$ cat config.mk
export PLATFORM = sky130hd
export DESIGN_NAME = if_fetch_unit
export DESIGN_NICKNAME = d
export VERILOG_FILES = /design/src/rtl/if_fetch_unit.sv
export SDC_FILE = /design/constraint.sdc
export NUM_CORES = 1
export LEC_CHECK = 0
export BUFFER_PORTS_ARGS = -buffer_cell sky130_fd_sc_hd__buf_4
export CAP_MARGIN = 25
export CORE_MARGIN = 3
export CORE_UTILIZATION = 55
export CTS_CLUSTER_DIAMETER = 150
export DETAILED_ROUTE_END_ITERATION = 8
export GPL_TIMING_DRIVEN = 0
export PLACE_DENSITY = 0.77
export SETUP_SLACK_MARGIN = 0.2
export SYNTH_ARGS = -nofsm -noshare
export SYNTH_HDL_FRONTEND = slang
export SYNTH_SLANG_ARGS = --single-unit
$ cat constraint.sdc
create_clock -name Clk_i -period 6.9 [get_ports Clk_i]
set_input_delay 1.38 -clock Clk_i [delete_from_list [all_inputs] [get_ports Clk_i]]
set_output_delay 1.38 -clock Clk_i [all_outputs]
set_load 0.01 [all_outputs]
$ cat src/rtl/if_fetch_unit.sv
// ---------------------------------------------------------------------------
// if_fetch_unit
//
// Instruction-fetch stage. It owns the program counter, issues one request at
// a time to instruction memory over a req/ack handshake, and presents the
// fetched PC/instruction pair to the IF/ID register bank. It absorbs:
//   - memory latency (the request is held until acknowledged),
//   - downstream stalls (one-entry skid buffer catches an ack that arrives
//     while IF/ID is full),
//   - branch/jump redirects (the IF/ID slot and skid are flushed, and a
//     request already on the bus is completed and its data thrown away).
//
// Ports:
//   Clk_i          clock, all state changes on the rising edge
//   Clr_i          synchronous active-high reset, overrides everything
//   Stall_i        downstream hold of the IF/ID slot
//   Redirect_i     one-cycle pulse, branch/jump taken
//   RedirectPC_i   redirect target, low two bits ignored
//   ImemReq_o      fetch request valid (registered-state decode only)
//   ImemAddr_o     fetch address, stable while a request is pending
//   ImemAck_i      memory completes the pending request this cycle
//   ImemRdata_i    instruction word returned with the ack
//   IfPC_o         PC of the instruction presented to IF/ID
//   IfInst_o       instruction presented to IF/ID
//   IfValid_o      IfPC_o/IfInst_o hold a live instruction
// ---------------------------------------------------------------------------
module if_fetch_unit #(
    parameter int              XLEN     = 32,
    parameter logic [XLEN-1:0] RESET_PC = '0
) (
    input  logic            Clk_i,
    input  logic            Clr_i,
    input  logic            Stall_i,
    input  logic            Redirect_i,
    input  logic [XLEN-1:0] RedirectPC_i,
    output logic            ImemReq_o,
    output logic [XLEN-1:0] ImemAddr_o,
    input  logic            ImemAck_i,
    input  logic [XLEN-1:0] ImemRdata_i,
    output logic [XLEN-1:0] IfPC_o,
    output logic [XLEN-1:0] IfInst_o,
    output logic            IfValid_o
);

    typedef enum logic [1:0] {
        IDLE,
        REQ,
        WAIT_SLOT,
        DRAIN
    } state_e;

    localparam logic [XLEN-1:0] PC_STEP = XLEN'(4);

    state_e          state_q, state_d;
    logic [XLEN-1:0] pc_q, pc_d;
    logic [XLEN-1:0] addr_q, addr_d;
    logic [XLEN-1:0] ifPc_q, ifPc_d;
    logic [XLEN-1:0] ifInst_q, ifInst_d;
    logic            ifValid_q, ifValid_d;
    logic [XLEN-1:0] skidPc_q, skidPc_d;
    logic [XLEN-1:0] skidInst_q, skidInst_d;

    logic            canAccept;
    logic [XLEN-1:0] redirectTarget;
    logic            unusedRedirectLsbs;

    // Word-aligned redirect target; the low bits are simply dropped.
    assign redirectTarget     = {RedirectPC_i[XLEN-1:2], 2'b00};
    assign unusedRedirectLsbs = ^RedirectPC_i[1:0];

    // The IF/ID slot can take a new entry when it is empty or being consumed.
    assign canAccept = !ifValid_q || !Stall_i;

    // State register. The skid buffer has no valid bit of its own: it is
    // full exactly when the FSM sits in WAIT_SLOT.
    always_ff @(posedge Clk_i) begin
        if (Clr_i) begin
            state_q    <= IDLE;
            pc_q       <= RESET_PC;
            addr_q     <= RESET_PC;
            ifPc_q     <= '0;
            ifInst_q   <= '0;
            ifValid_q  <= 1'b0;
            skidPc_q   <= '0;
            skidInst_q <= '0;
        end else begin
            state_q    <= state_d;
            pc_q       <= pc_d;
            addr_q     <= addr_d;
            ifPc_q     <= ifPc_d;
            ifInst_q   <= ifInst_d;
            ifValid_q  <= ifValid_d;
            skidPc_q   <= skidPc_d;
            skidInst_q <= skidInst_d;
        end
    end

    // Next-state logic. A redirect takes priority over normal flow; a request
    // already on the bus cannot be withdrawn, so a redirect without an ack in
    // REQ parks in DRAIN until the memory answers.
    always_comb begin
        state_d    = state_q;
        pc_d       = pc_q;
        addr_d     = addr_q;
        ifPc_d     = ifPc_q;
        ifInst_d   = ifInst_q;
        ifValid_d  = ifValid_q && Stall_i;
        skidPc_d   = skidPc_q;
        skidInst_d = skidInst_q;

        if (Redirect_i) begin
            pc_d      = redirectTarget;
            ifValid_d = 1'b0;
            if ((state_q == REQ || state_q == DRAIN) && !ImemAck_i) begin
                state_d = DRAIN;
            end else begin
                addr_d  = redirectTarget;
                state_d = REQ;
            end
        end else begin
            unique case (state_q)
                IDLE: begin
                    addr_d  = pc_q;
                    state_d = REQ;
                end
                REQ: begin
                    if (ImemAck_i) begin
                        pc_d = pc_q + PC_STEP;
                        if (canAccept) begin
                            ifInst_d  = ImemRdata_i;
                            ifPc_d    = addr_q;
                            ifValid_d = 1'b1;
                            addr_d    = pc_q + PC_STEP;
                        end else begin
                            skidInst_d = ImemRdata_i;
                            skidPc_d   = addr_q;
                            state_d    = WAIT_SLOT;
                        end
                    end
                end
                WAIT_SLOT: begin
                    if (!Stall_i) begin
                        ifInst_d  = skidInst_q;
                        ifPc_d    = skidPc_q;
                        ifValid_d = 1'b1;
                        addr_d    = pc_q;
                        state_d   = REQ;
                    end
                end
                DRAIN: begin
                    if (ImemAck_i) begin
                        addr_d  = pc_q;
                        state_d = REQ;
                    end
                end
                default: begin
                    state_d = IDLE;
                end
            endcase
        end
    end

    assign ImemReq_o  = (state_q == REQ) || (state_q == DRAIN);
    assign ImemAddr_o = addr_q;
    assign IfPC_o     = ifPc_q;
    assign IfInst_o   = ifInst_q;
    assign IfValid_o  = ifValid_q;

endmodule

==> results.toml <==
[logic_synthesis]
synthCells = 1033
yosys.area_share.xor_xnor_pct = 4.27
synth_edf_count = 0
synth_fa_ha_area_share_pct = 0.581
synth_commonest_cells = "dfxtp_1, nand2_1, a21oi_1"
synth_top_area_cell = "dfxtp_1"
synthSimpleGateAreaFrac_pct = 19.6
synth_top_family_by_area = "simple AND/OR/NAND/NOR gates"
async_flop_share_pct = 0
syn_area_um2 = 8620
ys_warn_count = 0
yosysSeqAreaShare_pct = 43.4
synth_top_area_share_pct = 43.4
synth-seq-cells = 187
post-synth-top-count-cell = "dfxtp_1"
syn_area_per_cell_um2 = 8.35
muxShareOfSynthArea_pct = 7.43
yosys.cell_types.count = 59
synthFlopType = "dfxtp_1"
synth_area_leaders = "dfxtp_1, nand2_1, mux2i_1"
synth_compound_area_share_pct = 19.2

[final_layout]
synthToLayoutAreaGrowth_pct = 23.7
fin_nets = 1290
diodes = 0
final_layout_size_suffix_gt1_share_pct = 18.5

[timing]
worstMarginPinSlew_ns = 0.931
post-route-period-util_pct = 54.7
maxSlewHeadroom_pct = 37.8
drv_slew = 0
timing.setup.tns_ns = 0
finalSetupViolations = 0
fmax_ghz = 0.265
fin_ws_ns = 3.12
fin_crit_ns = 3.78
rsz0062_at_grt = "false"
hold_viol_final = 0
finalClockSkew_ns = 0.00742

[power_and_ir_drop]
seqPwrFrac_pct = 45.1
switching_share_pct = 31.3
power_density_nw_per_um2 = 259
clock_power_share_pct = 34.0
comb_power_share_pct = 20.9
p_int_uw = 1900
vdd_drop_max_uv = 179
p_sw_uw = 862
p_leak_uw = 0.00391

[setup_path]
worst_ep_arrival_time_ns = 2.40
worstPathRequired_ns = 5.52
critical_path_buf_inv_count = 4
end_kind = "output pin"
cp_cell_sequence = "ha_1 -> clkbuf_8 -> clkbuf_1 -> buf_1 -> or2_2 -> buf_4"
critical_path_class = "reg2out"
rr_worst_depth = 10
path_delay_family = "buffers and inverters"
slowest_stage = "buf_1"
path_max_fanout = 10
start_kind = "flop"
path_depth = 6
max_stage_delay_ns = 0.53

[floorplanning]
rows = 45
core-area_um2 = 15300
pin_count = 167
initial_core_util_pct = 56.5
die_w_um = 131
die_y_um = 131
dieArea_um2 = 17200

[global_route]
grt_overflow = 0
grt_pass1_vias = 7542
grt_start_max_net_pins = 19
antenna_found_initial = 0
grt_usage_pct = 29.3
grt_pass1_wl_um = 40600

[cts]
htree_levels = 4
cts_buffer_depth = 2
clkLatencyLatePin_ns = 0.44
root_buffer = "clkbuf_16"
cts_setup_buffers = 0
path_clk_slew_ns = 0.07
holdBufCountCts = 0
numCtsBuffers = 17
cts_tree = "built"
cts_resized = 0
clkSinkCount = 187

[place]
hpwl_um = 19200
pre_cts_slack_ns = 2.69
routabilityCongestion = 0.964
io_buffers = 160

[route]
first_pass_iters = 5
via_count = 8273
ant_nets = 0
drt_iter0_markers = 868
drc = 0
via_per_inst = 5.74
wirelength_um = 26100
wire_per_inst_um = 18.1

[hold_path]
hold_path.class = "reg2reg"
whs_path_depth = 2

[flow_run]
cap_viol_max_count = 0

[outcome]
status = "completed"
==> sequential cells by signal, indices dropped and copies added (netlist names) <==
signal / flops
IfInst_o: 32
skidInst_q: 32
IfPC_o: 30
ImemAddr_o: 30
pc_q: 30
skidPc_q: 30
state_q: 2
IfValid_o: 1
==> cells by family (layout without fill, tap and decap cells) <==
kind of cell | Yosys count | after routing
XOR/XNOR | 42 | 42
multiplexers | 64 | 64
buffers and inverters | 101 | 295
flip-flops | 187 | 187
AND/OR/NAND/NOR | 376 | 376
AO/OA/AOI/OAI | 258 | 258
other | 1 | 4
adder cells (fa/ha/maj) | 4 | 4
==> area by class of cell <==
cell class	instances	area, um2
Buffer	91	434
Tap cell	211	264
Timing Repair Buffer	162	1210
Multi-Input combinational cell	748	4420
Fill cell	1297	4590
Clock buffer	18	429
Clock inverter	14	130
Inverter	10	37.5
Sequential cell	187	3740
==> final timing paths <==
kind	startpoint	endpoint	slack (ns)
worst min-delay path	skidInst_q[20]$_SDFFE_PP0P_	skidInst_q[20]$_SDFFE_PP0P_	0.45
worst max register to register	state_q[1]$_SDFFE_PP0P_	IfInst_o[1]$_SDFFE_PP0P_	3.38
worst min register to register	skidInst_q[20]$_SDFFE_PP0P_	skidInst_q[20]$_SDFFE_PP0P_	0.45
worst max-delay path	state_q[0]$_SDFFE_PP0P_	ImemReq_o	3.12
==> per-layer routing <==
layer | share of wire, % | global-route usage (%)
met5 | 0 | 0
met3 | 8.2 | 6.16
met2 | 47 | 47.4
met4 | 2.4 | 9.80
met1 | 43 | 39.2
==> worst reg2reg max path, delay by kind of cell (launching register included) <==
family                     cells  cell delay (ns)
AOI/OAI and AO/OA              3             0.93
adders and majority gates      1             0.18
buffers and inverters          6             1.90
DFF                            1             0.38
==> cell usage in the layout, fill, tap and decap left out, types with 5 or more instances in the layout <==
cell	netlist	routed
a211oi_1	78	78
a21oi_1	106	106
a311oi_1	7	7
and3_1	6	6
and4_1	8	8
buf_1	9	9
buf_2	4	5
buf_4	6	166
clkbuf_1	63	64
clkbuf_16	0	17
dfxtp_1	187	187
inv_1	10	10
mux2i_1	64	64
nand2_1	172	172
nand2b_1	10	10
nand3_1	18	18
nand4_1	13	13
nor2_1	95	95
nor3_1	17	17
nor4_1	9	9
o211a_1	7	7
o211ai_1	10	10
o21ai_0	25	25
or2_2	5	5
or3_1	11	11
xnor2_1	32	32
xor2_1	10	10
==> stage by stage <==
stage,area [um2],hold slack [ns],instances,total power (uW),util [%]
6_report,10700,0.454,1441,2760,69.9
5_1_grt,10700,0.475,1441,2860,69.9
4_1_cts,10700,0.456,1440,2760,69.9
3_5_place_dp,10100,0.447,1408,1840,66.2
3_3_place_gp,10100,0.441,1407,1830,66.2
2_1_floorplan,8630,0.436,1036,1570,-
==> power groups by stage <==
| stage | combinational, uW | sequential, uW | clock, uW |
|---|---|---|---|
| finish | 577 | 1240 | 936 |
| global route | 622 | 1250 | 983 |
| CTS | 572 | 1240 | 943 |
| detailed placement | 569 | 1270 | 0 |
| global placement | 562 | 1260 | 0 |
| floorplan | 290 | 1280 | 0 |
No activity file was read; power rests on OpenSTA's default activity.
